[config.mk]
export PLATFORM = sky130hd
export DESIGN_NAME = onehot_strobe_decoder_4to16
export DESIGN_NICKNAME = d
export VERILOG_FILES = /design/src/rtl/prio_pkg.sv /design/src/rtl/sync_fifo.sv /design/src/rtl/onehot_strobe_decoder_4to16.sv
export SDC_FILE = /design/constraint.sdc
export NUM_CORES = 1
export LEC_CHECK = 0
export CAP_MARGIN = 20
export CORE_UTILIZATION = 48
export CTS_CLUSTER_DIAMETER = 100
export DETAILED_ROUTE_END_ITERATION = 12
export HOLD_SLACK_MARGIN = 0.06
export PLACE_DENSITY = 0.76
export SYNTH_ARGS = -nofsm -noshare
export SYNTH_HDL_FRONTEND = slang
export SYNTH_SLANG_ARGS = --single-unit
[constraint.sdc]
create_clock -name clk -period 1.88 [get_ports clk]
set_input_delay 0.188 -clock clk [delete_from_list [all_inputs] [get_ports clk]]
set_output_delay 0.188 -clock clk [all_outputs]
set_load 0.1 [all_outputs]
[src/rtl/prio_pkg.sv]
// Shared constants, FSM state encoding and one-hot helper for the
// sequenced 4-to-16 strobe decoder.
package prio_pkg;

  localparam int ADDR_W   = 4;
  localparam int ONEHOT_W = 16;

  typedef enum logic [1:0] {
    ST_IDLE  = 2'd0,
    ST_PULSE = 2'd1,
    ST_GAP   = 2'd2
  } state_e;

  function automatic logic [ONEHOT_W-1:0] onehot(input logic [ADDR_W-1:0] idx);
    return ONEHOT_W'(1) << idx;
  endfunction

endpackage

[src/rtl/sync_fifo.sv]
// Small synchronous FIFO with occupancy count; pointers wrap modulo DEPTH.
// Push while full and pop while empty are ignored.
module sync_fifo #(
  parameter int WIDTH = 4,
  parameter int DEPTH = 2
) (
  input  logic                       clk,
  input  logic                       rst_n,
  input  logic                       push_i,
  input  logic [WIDTH-1:0]           wdata_i,
  input  logic                       pop_i,
  output logic [WIDTH-1:0]           rdata_o,
  output logic                       full_o,
  output logic                       empty_o,
  output logic [$clog2(DEPTH+1)-1:0] count_o
);

  localparam int PTR_W = $clog2(DEPTH);
  localparam int CNT_W = $clog2(DEPTH + 1);

  logic [WIDTH-1:0] mem_q [DEPTH];
  logic [PTR_W-1:0] wr_ptr_q, rd_ptr_q;
  logic [CNT_W-1:0] count_q;
  logic             do_push, do_pop;

  assign full_o  = (count_q == CNT_W'(DEPTH));
  assign empty_o = (count_q == '0);
  assign count_o = count_q;
  assign rdata_o = mem_q[rd_ptr_q];

  assign do_push = push_i && !full_o;
  assign do_pop  = pop_i && !empty_o;

  // NOTE: storage is not reset; only pointers and count define what is valid.
  always_ff @(posedge clk) begin
    if (do_push) mem_q[wr_ptr_q] <= wdata_i;
  end

  // NOTE: sequential state uses non-blocking assignments so every register
  // samples pre-edge values regardless of block ordering.
  always_ff @(posedge clk) begin
    if (!rst_n) begin
      wr_ptr_q <= '0;
      rd_ptr_q <= '0;
      count_q  <= '0;
    end else begin
      if (do_push) wr_ptr_q <= wr_ptr_q + PTR_W'(1);
      if (do_pop)  rd_ptr_q <= rd_ptr_q + PTR_W'(1);
      case ({do_push, do_pop})
        2'b10:   count_q <= count_q + CNT_W'(1);
        2'b01:   count_q <= count_q - CNT_W'(1);
        default: count_q <= count_q;
      endcase
    end
  end

endmodule

[src/rtl/onehot_strobe_decoder_4to16.sv]
// Buffers 4-bit addresses and replays each as a timed one-hot strobe on
// {out_a, out_b}, with a guaranteed all-zero cycle between strobes.
module onehot_strobe_decoder_4to16
  import prio_pkg::*;
#(
  parameter int PULSE_CYCLES = 4,
  parameter int FIFO_DEPTH   = 2
) (
  input  logic                            clk,
  input  logic                            rst_n,
  input  logic                            in_valid,
  output logic                            in_ready,
  input  logic [ADDR_W-1:0]               address,
  output logic [7:0]                      out_a,
  output logic [7:0]                      out_b,
  output logic                            done,
  output logic                            busy,
  output logic [$clog2(FIFO_DEPTH+1)-1:0] pending
);

  localparam int HOLD_W = 8;

  state_e                state_q, state_d;
  logic [HOLD_W-1:0]     hold_q, hold_d;
  logic [ONEHOT_W-1:0]   strobe_q, strobe_d;
  logic                  done_q, done_d;
  logic                  head_seen_q;
  logic                  fifo_pop, fifo_full, fifo_empty;
  logic [ADDR_W-1:0]     fifo_head;

  sync_fifo #(
    .WIDTH (ADDR_W),
    .DEPTH (FIFO_DEPTH)
  ) u_fifo (
    .clk     (clk),
    .rst_n   (rst_n),
    .push_i  (in_valid),
    .wdata_i (address),
    .pop_i   (fifo_pop),
    .rdata_o (fifo_head),
    .full_o  (fifo_full),
    .empty_o (fifo_empty),
    .count_o (pending)
  );

  assign in_ready = !fifo_full;
  assign busy     = !fifo_empty || (state_q != ST_IDLE);
  assign out_a    = strobe_q[15:8];
  assign out_b    = strobe_q[7:0];
  assign done     = done_q;

  // NOTE: every signal gets a default before the case so no latch is inferred.
  always_comb begin
    state_d  = state_q;
    hold_d   = hold_q;
    strobe_d = strobe_q;
    done_d   = 1'b0;
    fifo_pop = 1'b0;
    case (state_q)
      ST_PULSE: begin
        if (hold_q == '0) begin
          state_d  = ST_GAP;
          strobe_d = '0;
        end else begin
          hold_d = hold_q - HOLD_W'(1);
          done_d = (hold_q == HOLD_W'(1));
        end
      end
      ST_GAP: begin
        state_d  = ST_IDLE;
        strobe_d = '0;
      end
      default: begin
        // The unused encoding behaves as IDLE. An entry must sit in the
        // FIFO for a full cycle before it may be popped.
        state_d  = ST_IDLE;
        strobe_d = '0;
        if (!fifo_empty && head_seen_q) begin
          fifo_pop = 1'b1;
          strobe_d = onehot(fifo_head);
          hold_d   = HOLD_W'(PULSE_CYCLES - 1);
          done_d   = (PULSE_CYCLES == 1);
          state_d  = ST_PULSE;
        end
      end
    endcase
  end

  always_ff @(posedge clk) begin
    if (!rst_n) begin
      state_q     <= ST_IDLE;
      hold_q      <= '0;
      strobe_q    <= '0;
      done_q      <= 1'b0;
      head_seen_q <= 1'b0;
    end else begin
      state_q     <= state_d;
      hold_q      <= hold_d;
      strobe_q    <= strobe_d;
      done_q      <= done_d;
      head_seen_q <= !fifo_empty;
    end
  end

endmodule

==> results of run 1 <==
[repair_timing]
item	CTS	global route
buffers inserted	1	0
gates resized for setup	3	11
pin swaps	1	3
endpoints found under the setup margin	15	20
[critical path, stage by stage (launching register included)]
cell,delay [ns]
dfxtp_1,0.33
or4_1,0.60
o21a_4,0.29
buf_4,0.18
o41ai_2,0.35
[power by group through the flow]
stage	Clock [mW]	Combinational, mW	Sequential, mW
5_1_grt	0.744	1.44	1.14
6_report	0.697	1.34	1.12
2_1_floorplan	0	0.728	1.26
3_5_place_dp	0	1.28	1.14
4_1_cts	0.705	1.31	1.12
3_3_place_gp	0	1.23	1.13
[worst max path at each step]
| stage | from | endpoint | slack (ns) |
|---|---|---|---|
| 2_1_floorplan | hold_q[0]$_SDFFE_PN0P_ | strobe_q[2]$_SDFFE_PN0P_ | 0.0007 |
| 3_3_place_gp | hold_q[0]$_SDFFE_PN0P_ | strobe_q[5]$_SDFFE_PN0P_ | -0.02 |
| 3_5_place_dp | hold_q[0]$_SDFFE_PN0P_ | strobe_q[5]$_SDFFE_PN0P_ | -0.13 |
| 4_1_cts | hold_q[5]$_SDFFE_PN0P_ | state_q[0]$_SDFFE_PN0P_ | 0.04 |
| 5_1_grt | hold_q[0]$_SDFFE_PN0P_ | strobe_q[1]$_SDFFE_PN0P_ | -0.03 |
| 6_report | hold_q[5]$_SDFFE_PN0P_ | strobe_q[1]$_SDFFE_PN0P_ | 0.03 |
[per-stage QoR]
step | hold slack [ns] | power (mW)
floorplan | 0.287 | 1.99
global placement | 0.442 | 2.37
detailed placement | 0.450 | 2.42
CTS | 0.459 | 3.14
global route | 0.463 | 3.32
finish | 0.452 | 3.15
[cell usage after synthesis, types with 2 or more instances]
library cell,n,share of area
dfxtp_1,33,0.34
nand2_1,13,0.025
or3_1,12,0.039
o21ai_0,10,0.026
nand3_1,9,0.023
edfxtp_1,8,0.12
inv_1,8,0.016
a21oi_1,7,0.018
clkbuf_1,7,0.014
ha_1,7,0.045
nor2_1,7,0.014
nor3_1,7,0.018
a32o_1,6,0.031
a21boi_1,5,0.019
and2_1,4,0.013
nor2b_1,4,0.013
or4_1,4,0.016
a21boi_0,3,0.012
a31oi_1,3,0.0097
mux2i_1,3,0.016
xnor2_1,3,0.014
nor3b_1,2,0.0078
nor4bb_1,2,0.010
o21a_1,2,0.0078
o31ai_1,2,0.0078
o41ai_1,2,0.0091
[state kept, by name, indices dropped and copies added, names as in the netlist, named ones only]
name / cells
hold_q: 8
strobe_q: 16
u_fifo.count_o: 2
u_fifo.wr_ptr_q: 1
u_fifo.mem_q: 8
head_seen_q: 1
u_fifo.rd_ptr_q: 1
done: 1
state_q: 2
[per-layer routing]
layer / up-vias / wire (um) / global-route usage
met5: - / 0 / 0
met4: 0 / 78 / 0.0951
met3: 8 / 203 / 0.0573
met2: 53 / 2140 / 0.380
met1: 794 / 1930 / 0.276
li1: 827 / - / -
[logic make-up after synthesis]
kind of cell / count (synthesis) / synth area share
mux: 4 / 0.0213
buf+inv: 18 / 0.0453
simple gates: 74 / 0.222
xor+xnor: 4 / 0.0181
flops: 41 / 0.466
compound gates: 49 / 0.182
fa+ha+maj: 7 / 0.0453
[cell type report]
type	instances	area [um2]
flip-flops and latches	41	908
well taps	48	60.1
fillers	293	1200
multi-input cells	138	1040
repair buffers	51	423
clock inverters	3	41.3
clock buffers	5	68.8
inverters	8	30.0
[cells in the final DEF (no fill, tap or decap), drive strengths merged, types with 2 or more instances in the layout]
master,instances
a21boi,9
a21oi,7
a31oi,3
a32o,6
and2,4
buf,45
clkbuf,5
clkdlybuf4s50,6
dfxtp,33
edfxtp,8
ha,7
inv,8
mux2i,3
nand2,13
nand3,9
nor2,7
nor2b,4
nor3,7
nor3b,2
nor4bb,2
o21a,2
o21ai,10
o31ai,2
o41ai,2
or3,13
or4,4
xnor2,3
==> results.cfg, run 1 <==
[worst_setup_path]
cp.arrival_ns = 2.05
start_kind = flop
cp.required_ns = 2.08
rr_worst_depth = 4
r2r_start = hold_q[5]$_SDFFE_PN0P_
crit_fanout = 11
rrSetupSlack_ns = 0.03
crit_type = reg2reg
reg2reg_to = strobe_q[1]$_SDFFE_PN0P_
critical_path.endpoint_type = flop

[status]
status = completed

[finish]
fin_util = 0.681
diodes = 0
drive_gt1_frac = 0.297
final_net_count = 259
final_cells = 294
synthToLayoutAreaGrowth_pct = 32.9
finalInstanceArea_um2 = 2570

[clock_tree]
hold_buffers = 0
cts_tree = built
cts_root_buffer = clkbuf_8
clkSinkCount = 41
clock_path_buffers = 2
cts_inserted_buffers = 5
clk_latency_ns = 0.30
htreeDepth = 2
clk_pin_slew_ns = 0.08

[drt]
drtPass1Iterations = 4
wirelength_um = 4350
vias = 1682
wl_per_cell_um = 14.8
drt-vias-per-instance = 5.72
drcViolationCount = 0
drt_iter0_drc = 74
postRouteAntennaNets = 0

[synthesis]
ys_warn_count = 0
synthCells = 197
synth-edff-count = 8
syn-cell-area_um2 = 1930
synth_seq_cells = 41
ys_types = 50
synth_fp_nets = 211
synth.yosys.seq_area_share = 0.466
synth-async-reset-ratio = 0
synth_ff_type = dfxtp_1
syn_avg_cell_area_um2 = 9.82

[grt]
grt_max_degree = 18
grt_pass1_vias = 1639
grt_first_pass_wirelength_um = 7310
overflow = 0
grtUsageTotal = 0.227
antenna_found_initial = 0

[die]
die_x_um = 65.5
core_um2 = 3770
die-area_um2 = 4290
pin_count = 28
start_util = 0.513
die_h_um = 65.5
num_rows = 22

[place]
dpl.hpwl_um = 3210
port_buffers = 27
gp_congestion = 0.807
place_area_um2 = 2390
place_inst = 285
post-place-ws_ns = -0.135

[sta]
slew_viol_final = 0
worst_pin_slew_ns = 0.696
setup_viol = 0
fmaxAchievable_mhz = 539
fin_crit_ns = 1.85
post-route-period-util = 0.986
hold_viol = 0
slew_headroom = 0.531
setup_tns_ns = 0
setup_slack_ns = 0.0256
finalClockSkew_ns = 0.00426

[power]
cell_internal_pwr_mw = 1.96
pwr-share-comb = 0.424
seq_power_share = 0.355
clockPowerShare = 0.221
p_leak_nw = 1.02
sw_frac_of_total = 0.379
ir_drop_mv = 1.29
p_per_area_nw_per_um2 = 1230
power.switching_mw = 1.20

[flow_run]
cap_violations = 0

[hold_path]
hold_end = strobe_q[6]$_SDFFE_PN0P_
hp-start = strobe_q[6]$_SDFFE_PN0P_
hold_path_depth = 2
min_path_type = reg2reg
No activity file was read; power rests on OpenSTA's default activity.
==> inputs of run 2 (changes only) <==
CORE_MARGIN = 4   (was not set)
CTS_BUF_LIST = sky130_fd_sc_hd__clkbuf_8 sky130_fd_sc_hd__clkbuf_16   (was not set)
GPL_ROUTABILITY_DRIVEN = 0   (was not set)
==> results.cfg, run 2 (synthesis results as in run 1) <==
[status]
status = completed

[place]
place_area_um2 = 2390
dpl.hpwl_um = 3420
port_buffers = 27

[finish]
largest_register_ffs = 16
largestRegisters = strobe_q (16), hold_q (8), u_fifo.mem_q (8)
layout_common_cells = buf_4, dfxtp_1, nand2_1, or3_1
largest-register = strobe_q
synthToLayoutAreaGrowth_pct = 33.3
fin_util = 0.684
fillerInstances = 298
finalInstanceArea_um2 = 2580
diodes = 0
final_common_cell = buf_4
final_net_count = 259
drive_gt1_frac = 0.305

[sta]
fmaxAchievable_mhz = 536
post-route-period-util = 0.993
slew_viol_final = 0
fin_crit_ns = 1.87
hold_viol = 0
setup_viol = 0
finalClockSkew_ns = 0.00661
grt_setup_unrepaired = true
worst_pin_slew_ns = 0.697
setup_tns_ns = 0
slew_headroom = 0.530

[worst_setup_path]
critical_path.endpoint_type = flop
crit_chain = inv_1 -> ha_2 -> or3b_4 -> o21a_4 -> buf_4 -> nor3_1 -> a32o_1
critical_path_buf_inv_count = 2
worst_path_max_delay_cell = or3b_4
crit_type = reg2reg
start_kind = flop
path_delay_family = simple AND/OR/NAND/NOR gates
cpPeakStageDelay_ns = 0.41
crit_fanout = 9
cp.arrival_ns = 2.11
cp.required_ns = 2.12

[drt]
wirelength_um = 4570
drcViolationCount = 0
drtPass1Iterations = 4
postRouteAntennaNets = 0
vias = 1714
drt-vias-per-instance = 5.83
drt_iter0_drc = 137
wl_per_cell_um = 15.5

[clock_tree]
cts_inserted_buffers = 5
cts_root_buffer = clkbuf_8
clkSinkCount = 41
cts_tree = built
clk_pin_slew_ns = 0.08
clk_latency_ns = 0.29
clock_path_buffers = 2
htreeDepth = 2

[flow_run]
cap_violations = 0

[power]
p_per_area_nw_per_um2 = 1240
ir_drop_mv = 0.944
p_leak_nw = 1.02
power_mw = 3.19

[grt]
antenna_found_initial = 0
overflow = 0
grt_max_degree = 18
grt_pass1_vias = 1598
grtUsageTotal = 0.180
grt_first_pass_wirelength_um = 7270

[die]
die_h_um = 71.5
start_util = 0.513
pin_count = 28
die_x_um = 71.5
die-area_um2 = 5110
core_um2 = 3770
num_rows = 22

[hold_path]
min_path_type = reg2reg
run 2: metrics by stage:
step	hold WS (ns)	std cells	worst slack (ns)
2_1_floorplan	0.287	197	0.000701
3_3_place_gp	0.440	285	-0.0256
3_5_place_dp	0.447	285	-0.125
4_1_cts	0.455	294	0.0246
5_1_grt	0.483	294	-0.0735
6_report	0.455	294	0.0129
run 2: what timing repair did:
item / 4_1_cts / 5_1_grt
gates cloned: 1 / 0
hold buffers: 0 / 0
resized for setup: 6 / 12
buffers inserted: 0 / 0
pin swaps: 1 / 2
setup endpoints to repair: 15 / 22
run 2: layout make-up:
type                            count  area (um2)  share of cell area
Clock buffer                        5        68.8              0.0267
Tap cell                           48        60.1              0.0233
Multi-Input combinational cell    139        1060               0.410
Clock inverter                      3        37.5              0.0146
Timing Repair Buffer               50         415               0.161
Sequential cell                    41         908               0.352
Inverter                            8        30.0              0.0116
run 2: final timing paths:
kind	from	end	slack, ns	cells after the start
max	hold_q[1]$_SDFFE_PN0P_	strobe_q[0]$_SDFFE_PN0P_	0.01	7
min reg2reg	strobe_q[6]$_SDFFE_PN0P_	strobe_q[6]$_SDFFE_PN0P_	0.45	2
max reg2reg	hold_q[1]$_SDFFE_PN0P_	strobe_q[0]$_SDFFE_PN0P_	0.01	7
min	strobe_q[6]$_SDFFE_PN0P_	strobe_q[6]$_SDFFE_PN0P_	0.45	2
run 2: where the power goes:
part | internal, mW | switching, mW | leakage (nW) | total [mW]
Sequential | 1.02 | 0.110 | 0.343 | 1.13
Clock | 0.386 | 0.287 | 0.0570 | 0.674
Combinational | 0.568 | 0.819 | 0.623 | 1.39
run 2: tightest hold or removal path, stage by stage (launching register included):
cell      delay (ns)
dfxtp_1         0.31
nand2_1         0.05
a21boi_1        0.05
run 2: routing by layer:
metal  wire, um  track usage  part of all wire  up-vias
met2       2210        0.297              0.48       69
met3        312       0.0575             0.068       13
met4        101       0.0772             0.022        0
met5          0            0                 0        -
met1       1950        0.214              0.43      795
li1           -            -                 -      837
==> inputs of run 3 (changes only) <==
PLACE_DENSITY = not set   (was 0.76)
PLACE_DENSITY_LB_ADDON = 0.08   (was not set)
==> results.cfg, run 3 (synthesis results as in run 1) <==
[hold_path]
min_path_type = reg2reg
hold_path_depth = 2
hold_end = strobe_q[7]$_SDFFE_PN0P_
hp-start = strobe_q[7]$_SDFFE_PN0P_

[sta]
setup_viol = 0
finalClockSkew_ns = 0.00677
fmaxAchievable_mhz = 545
slew_headroom = 0.513
slew_viol_final = 0
grt_setup_unrepaired = true
worst_pin_slew_ns = 0.724
hold_viol = 0
post-route-period-util = 0.975
setup_slack_ns = 0.0465
fin_crit_ns = 1.83

[finish]
diodes = 0
synthToLayoutAreaGrowth_pct = 34.7
drive_gt1_frac = 0.301
layout_common_cells = buf_4, dfxtp_1, nand2_1, or3_1, o21ai_0
finalInstanceArea_um2 = 2610
final_net_count = 262
final_common_cell = buf_4
final_cells = 297
largest_register_ffs = 16
largest-register = strobe_q
largestRegisters = strobe_q (16), hold_q (8), u_fifo.mem_q (8)

[worst_setup_path]
path_delay_family = simple AND/OR/NAND/NOR gates
reg2reg_to = strobe_q[9]$_SDFFE_PN0P_
rr_worst_depth = 6
cpPeakStageDelay_ns = 0.58
crit_chain = or4_4 -> buf_4 -> o21ai_0 -> buf_4 -> nand3_1 -> a21boi_0
critical_path_buf_inv_count = 2
start_kind = flop
rrSetupSlack_ns = 0.05
crit_fanout = 5
crit_type = reg2reg
r2r_start = hold_q[5]$_SDFFE_PN0P_
worst_path_max_delay_cell = or4_4
cp.arrival_ns = 2.06
cp.required_ns = 2.10
critical_path.endpoint_type = flop
crit_top_cell = buf_4

[place]
port_buffers = 27
place_inst = 287
dpl.hpwl_um = 3200
place_area_um2 = 2400
post-place-ws_ns = -0.136

[clock_tree]
clkSinkCount = 41
hold_buffers = 0
htreeDepth = 2
cts_inserted_buffers = 5
cts_tree = built
clock_path_buffers = 2
clk_pin_slew_ns = 0.08
clk_latency_ns = 0.29
cts_root_buffer = clkbuf_8

[drt]
drcViolationCount = 0
drt_iter0_drc = 134
postRouteAntennaNets = 0
wl_per_cell_um = 15.0
drt-vias-per-instance = 5.71
vias = 1696
wirelength_um = 4450
drtPass1Iterations = 4

[grt]
overflow = 0
antenna_found_initial = 0
grt_first_pass_wirelength_um = 7080
grt_max_degree = 18
grt_pass1_vias = 1583
grtUsageTotal = 0.173

[power]
ir_drop_mv = 1.32
p_leak_nw = 1.05
p_per_area_nw_per_um2 = 1220
power_mw = 3.18

[flow_run]
cap_violations = 0

[status]
status = completed

[die]
pin_count = 28
die_x_um = 71.5
num_rows = 22
start_util = 0.513
die_h_um = 71.5
die-area_um2 = 5110
core_um2 = 3770
## run 3: worst max-delay path by stage
| stage | from | end | slack [ns] | cells past startpoint |
|---|---|---|---|---|
| floorplan | hold_q[0]$_SDFFE_PN0P_ | strobe_q[2]$_SDFFE_PN0P_ | 0.0007 | 7 |
| global placement | hold_q[0]$_SDFFE_PN0P_ | strobe_q[1]$_SDFFE_PN0P_ | -0.03 | 6 |
| detailed placement | hold_q[0]$_SDFFE_PN0P_ | strobe_q[1]$_SDFFE_PN0P_ | -0.14 | 6 |
| CTS | state_q[0]$_SDFFE_PN0P_ | u_fifo.count_o[1]$_SDFFE_PN0P_ | 0.04 | 6 |
| global route | hold_q[0]$_SDFFE_PN0P_ | strobe_q[13]$_SDFFE_PN0P_ | -0.09 | 8 |
| finish | hold_q[5]$_SDFFE_PN0P_ | strobe_q[9]$_SDFFE_PN0P_ | 0.05 | 6 |
## run 3: worst register-to-register path, delay by kind of cell (launching register included)
family | cells | cell delay, ns
flip-flops | 1 | 0.34
buffers and inverters | 2 | 0.35
AND/OR/NAND/NOR | 2 | 0.67
AO/OA/AOI/OAI | 2 | 0.40
## run 3: area by class of cell
type | instances | area (um2)
Multi-Input combinational cell | 139 | 1050
Sequential cell | 41 | 908
Inverter | 8 | 30.0
Tap cell | 48 | 60.1
Fill cell | 275 | 1170
Clock buffer | 7 | 108
Clock inverter | 1 | 3.75
Timing Repair Buffer | 53 | 442
## run 3: where the power goes
part / leakage (nW) / internal [mW] / switching, mW
sequential: 0.343 / 1.02 / 0.102
clock: 0.0608 / 0.374 / 0.296
combinational: 0.648 / 0.574 / 0.813
## run 3: metrics by stage
stage	TNS (ns)	util	hold slack, ns
after global placement	-0.0951	0.638	0.443
after detailed placement	-0.856	0.638	0.447
after global routing	-0.290	0.691	0.474
final	0	0.691	0.455
after CTS	0	0.679	0.456
after floorplan	0	-	0.287
## run 3: timing repair
item                                    in CTS  in global routing
cloned                                       1                  0
resized for setup                            6                 10
pin swaps                                    1                  0
setup buffers                                1                  0
endpoints found under the setup margin      15                 15
## run 3: per-layer routing
layer  wire length [um]  part of all wire  global-route usage  vias to the layer above
li1                   -                 -                   -                      839
met1               1950              0.44               0.220                      794
met2               2180              0.49               0.295                       51
met3                232             0.052              0.0351                       12
met4                 89             0.020              0.0522                        0
met5                  0                 0                   0                        -
==> variant 1 (settings of run 1) <==
Reset style: asynchronous (`rst_n`), changed in 2 clocked blocks.
--- a/src/rtl/sync_fifo.sv
+++ b/src/rtl/sync_fifo.sv
@@ -38,7 +38,7 @@
 
   // NOTE: sequential state uses non-blocking assignments so every register
   // samples pre-edge values regardless of block ordering.
-  always_ff @(posedge clk) begin
+  always_ff @(posedge clk or negedge rst_n) begin
     if (!rst_n) begin
       wr_ptr_q <= '0;
       rd_ptr_q <= '0;
--- a/src/rtl/onehot_strobe_decoder_4to16.sv
+++ b/src/rtl/onehot_strobe_decoder_4to16.sv
@@ -86,7 +86,7 @@
     endcase
   end
 
-  always_ff @(posedge clk) begin
+  always_ff @(posedge clk or negedge rst_n) begin
     if (!rst_n) begin
       state_q     <= ST_IDLE;
       hold_q      <= '0;
Check against the original RTL: differs if rst_n is asserted again (counterexample within 4 cycles, from zero or initial values and one cycle with rst_n low); with rst_n held inactive, the same outputs for 10 cycles.
==> variant 1 against run 1 <==
- cell count fell by 13%
- final area down 7.0%
- combinational power increased by 78%
- critical path type unchanged
- sequential cell count is 1 lower
- area after synthesis shrank 1.8%
- wire length fell by 14%
- global-route usage down 2.0 points
- critical path depth increased by 2
- setup slack gained 0.040 ns
- total power rose by 42%
==> variant 1: results (changes against run 1) <==
stage,metric,value,unit,change
outcome,status,completed,,
global_routing,grt_pass1_wl,6.52,mm,-11%
detailed_routing,routed_via_density,5.45,,-4.7%
synthesis,synth_nets,180,,-15%
cells_and_area,nNonClkBuffers,37,,-27%
detailed_routing,routed_wl,3.76,mm,-14%
worst_setup_path,cpPeakStageDelay,0.47,ns,-0.13 ns
synthesis,ys_types,39,,-22%
timing,min_period_over_period,96.5,%,-2.1 points
synthesis,synthTopCellsByArea,"dfrtp_1 42%, edfxtp_1 13%, nand2_1 4.9%",,
cells_and_area,seq_share,43.8,%,+8.4 points
cells_and_area,inverters_excl_clock,10,,+2
synthesis,synth_common_cells,"32 x dfrtp_1, 25 x nand2_1, 11 x nor2_1, 10 x inv_1, 9 x o21ai_0",,
cells_and_area,layout-drive-gt1-share,28.7,%,-0.97 points
placed_design,dpl.hpwl,2.75,mm,-14%
detailed_routing,first_iter_violations,61,,-18%
cells_and_area,buf_share,13.3,%,-3.2 points
synthesis,yosys.cell_count.top_type,dfrtp_1,,
cts,clk_latency,0.29,ns,
timing,fin_worst_skew,0.00687,ns,+0.00261 ns
timing,max_slew_margin,66.3,%,+13 points
die,dieWidth,64.9,um,-0.88%
cells_and_area,nFlopsAndLatches,40,,-2.4%
synthesis,netlist_instances,167,,-15%
power_and_ir_drop,p_int,2.36,mW,+21%
placed_design,dp_slack,0.0804,ns,+0.215 ns
timing,whs,0.290,ns,-0.162 ns
synthesis,async_flop_share,80.0,%,+80 points
worst_setup_path,cp_max_fo,5,,-6
cells_and_area,utilization,64.3,%,-3.8 points
cells_and_area,multi_input_comb_cells,114,,-17%
placed_design,place_congestion,0.822,,+1.9%
hold_path,min_path_type,primary input to asynchronous set/reset pin,,
worst_setup_path,rrSetupSlack,0.07,ns,+0.04 ns
worst_setup_path,reg2reg_depth,6,,+2
synthesis,synth_warnings,0,,unchanged
cells_and_area,multi_input_area,817,sq um,-21%
placed_design,post_dp_cell_area,2230,sq um,-6.6%
cells_and_area,nets,221,,-15%
placed_design,place_inst,244,,-14%
global_routing,grtUsageTotal,20.7,%,-2.0 points
global_routing,grt_max_degree,33,,+15
cells_and_area,clock_cell_area_share,4.66,%,+0.38 points
worst_setup_path,reg2reg_from,hold_q[1]$_DFFE_PN0P_,,
power_and_ir_drop,p_leak,1.06,nW,+4.8%
worst_setup_path,r2r_end,hold_q[6]$_DFFE_PN0P_,,
synthesis,yosysSeqAreaShare,54.8,%,+8.2 points
global_routing,grt_pass1_vias,1410,,-14%
-- variant 1: cell types whose count changed after synthesis, moves of 5 or more --
| cell | change |
|---|---|
| a21boi_1 | -5 |
| a32o_1 | -6 |
| clkbuf_1 | -7 |
| dfrtp_1 | +32 |
| dfxtp_1 | -33 |
| nand2_1 | +12 |
| nand3_1 | -8 |
| o21ai_1 | +8 |
| or3_1 | -11 |
-- variant 1: worst max-delay path, delay by kind of cell, from the launching register on --
kind | cells | cell delay (ns)
buffers and inverters | 1 | 0.12
flip-flops | 1 | 0.41
AO/OA/AOI/OAI | 1 | 0.08
AND/OR/NAND/NOR | 3 | 0.91
adder cells (fa/ha/maj) | 1 | 0.22
-- variant 1: repair_timing --
item / 4_1_cts / 5_1_grt
setup buffers: 0 / 5
gates resized for setup: 0 / 8
hold endpoints to repair: 0 / 0
endpoints found under the setup margin: 0 / 15
-- variant 1: power groups by stage --
stage	registers [mW]	logic, mW	clock network, mW
6_report	1.41	2.39	0.686
5_1_grt	1.46	2.54	0.742
4_1_cts	1.41	2.29	0.706
3_5_place_dp	1.43	2.28	0
3_3_place_gp	1.41	2.23	0
2_1_floorplan	1.89	1.24	0
-- variant 1: logic make-up after synthesis --
| group | count (synthesis) | synth area share [%] |
|---|---|---|
| simple gates | 60 | 20.2 |
| mux | 5 | 2.83 |
| fa+ha+maj | 6 | 3.95 |
| compound gates | 38 | 12.8 |
| buf+inv | 13 | 3.10 |
| xor+xnor | 5 | 2.31 |
| flops | 40 | 54.8 |
-- variant 1: layer usage --
metal  global-route usage (%)  up-vias  share of wire [%]
met2                     35.4       57                 51
met4                     10.0        0                3.2
met1                     23.8      659                 40
li1                         -      674                  -
met5                        0        -                  0
met3                     5.28       11                6.5
==> variant 2 (flow settings as in run 1) <==
Made on the original files. Set the localparam `HOLD_W` to 6 (it was 8).
--- a/src/rtl/onehot_strobe_decoder_4to16.sv
+++ b/src/rtl/onehot_strobe_decoder_4to16.sv
@@ -18,7 +18,7 @@
   output logic [$clog2(FIFO_DEPTH+1)-1:0] pending
 );
 
-  localparam int HOLD_W = 8;
+  localparam int HOLD_W = 6;
 
   state_e                state_q, state_d;
   logic [HOLD_W-1:0]     hold_q, hold_d;
Function: no difference found for any inputs over 10 cycles, from zero or initial values and one cycle with rst_n low; that may be too few to reach the edited logic, so the function may still have changed.
==> variant 2 against run 1 <==
- final area is 20% lower
- critical path depth is 2 higher
- total power fell by 28%
- wire length shrank 25%
- sequential cell count fell by 2
- area after synthesis down 13%
- utilization fell by 6.7 points
- setup slack improved by 0.065 ns
- highest routed layer unchanged
==> variant 2: results (changes against run 1) <==
stage,metric,value,unit,change
cells_and_area,fin_cells,228,,-22%
synthesis,synth_nets,165,,-22%
cts,path_clk_slew,0.13,ns,+0.05 ns
worst_setup_path,cp_slowest_cell,dfxtp_1,,
synthesis,ys_types,43,,-14%
cts,cts_resized,1,,-2
outcome,status,completed,,
detailed_routing,wire_per_inst,14.4,um,-3.0%
detailed_routing,highest_layer,met4,,
worst_setup_path,cp_max_fo,3,,-8
placed_design,numPortBuffers,27,,unchanged
detailed_routing,first_pass_iters,4,,unchanged
cells_and_area,fill_cells,285,,-2.7%
power_and_ir_drop,p_sw_share,39.2,%,+1.3 points
detailed_routing,first_iter_violations,94,,+27%
synthesis,synth_edf_count,8,,unchanged
hold_path,holdPathStages,1,,-1
cts,clk_latency,0.34,ns,+0.04 ns
synthesis,synthTopCellsByArea,"dfxtp_1 37%, edfxtp_1 14%, o2bb2ai_1 8.3%",,
synthesis,synthFlopType,dfxtp_1,,
power_and_ir_drop,p_clk,0.418,mW,-40%
synthesis,avgSynthCellArea,11.1,sq um,+13%
worst_setup_path,reg2reg_depth,6,,+2
cells_and_area,reg_top3,"strobe_q: 16 flops, u_fifo.mem_q: 8 flops, hold_q: 6 flops",,
detailed_routing,dr_wl_met3,161,um,-21%
power_and_ir_drop,p_seq_share,45.6,%,+10 points
placed_design,dpl.hpwl,2.45,mm,-24%
worst_setup_path,crit_family,adder cells,,
placed_design,dp_slack,0.0143,ns,+0.149 ns
worst_setup_path,cpPeakStageDelay,0.39,ns,-0.21 ns
cts,cts_inserted_buffers,5,,unchanged
power_and_ir_drop,ir_drop,1.21,mV,-6.0%
power_and_ir_drop,p_leak,0.822,nW,-19%
global_routing,use_met1,22.4,%,-5.2 points
global_routing,grt_pass1_vias,1104,,-33%
cells_and_area,utilization,61.5,%,-6.7 points
global_routing,grt_pass1_wl,4.98,mm,-32%
detailed_routing,num_vias,1255,,-25%
cts,postCtsSetupRepairBufs,0,,-1
timing,fin_worst_skew,0.0159,ns,+0.0116 ns
placed_design,place_inst,220,,-23%
synthesis,yosysSeqAreaShare,51.3,%,+4.7 points
hold_path,min_path_type,primary input to flip-flop,,
synthesis,synth_common_cells,"31 x dfxtp_1, 16 x o2bb2ai_1, 15 x nor2_1, 8 x edfxtp_1",,
cts,clockBufferDepth,2,,unchanged
timing,tightest_slew,0.505,ns,-0.191 ns
cts,clock-root-buffer,clkbuf_4,,
global_routing,grt_use_met3,6.93,%,+1.2 points
global_routing,grtUsageTotal,18.8,%,-3.9 points
cells_and_area,nets,195,,-25%
global_routing,met2_usage,30.6,%,-7.4 points
synthesis,async_flop_share,0,%,unchanged
cells_and_area,layout-drive-gt1-share,26.4,%,-3.3 points
detailed_routing,wl_met1,1.44,mm,-25%
placed_design,post_dp_cell_area,1990,sq um,-17%
placed_design,place_congestion,0.745,,-7.6%
detailed_routing,wl_met2,1.65,mm,-23%
==> variant 2: changes by cell type in the layout (fill, tap and decap cells not counted), sizes merged, moves of 5 or more <==
| cell | change |
|---|---|
| nand2 | -6 |
| o21ai | -5 |
| o2bb2ai | +16 |
| nor2 | +9 |
| a21boi | -9 |
| buf | -23 |
| nand3 | -8 |
| nand4 | +5 |
| or3 | -12 |
| a32o | -6 |
==> variant 2: final cells by class <==
| type | count | share of cell area [%] |
|---|---|---|
| sequential | 39 | 42.4 |
| multi-input combinational | 99 | 38.5 |
| timing repair buffer | 28 | 12.2 |
| tap | 46 | 2.80 |
| clock buffer | 5 | 1.83 |
| inverter | 8 | 1.46 |
| clock inverter | 3 | 0.854 |
==> variant 2: cells by family after synthesis <==
kind of cell | synth area share (%)
adder cells (fa/ha/maj) | 5.22
buffers and inverters | 3.87
flip-flops | 51.3
multiplexers | 3.73
AO/OA/AOI/OAI | 18.3
AND/OR/NAND/NOR | 15.5
XOR/XNOR | 2.09
==> variant 2: final timing paths <==
| kind | start | end | slack (ns) |
|---|---|---|---|
| min reg2reg | strobe_q[4]$_SDFFE_PN0P_ | strobe_q[4]$_SDFFE_PN0P_ | 0.48 |
| min | address[2] | u_fifo.mem_q[1][2]$_DFFE_PP_ | 0.44 |
| max | state_q[1]$_SDFFE_PN0P_ | u_fifo.count_o[1]$_SDFFE_PN0P_ | 0.09 |
| max reg2reg | state_q[1]$_SDFFE_PN0P_ | u_fifo.count_o[1]$_SDFFE_PN0P_ | 0.09 |
==> variant 2: metrics by stage <==
stage	hold slack [ns]	total power, mW
after detailed placement	0.457	1.86
after global routing	0.414	2.39
after global placement	0.446	1.83
after floorplan	0.287	1.63
after CTS	0.419	2.28
final	0.436	2.26
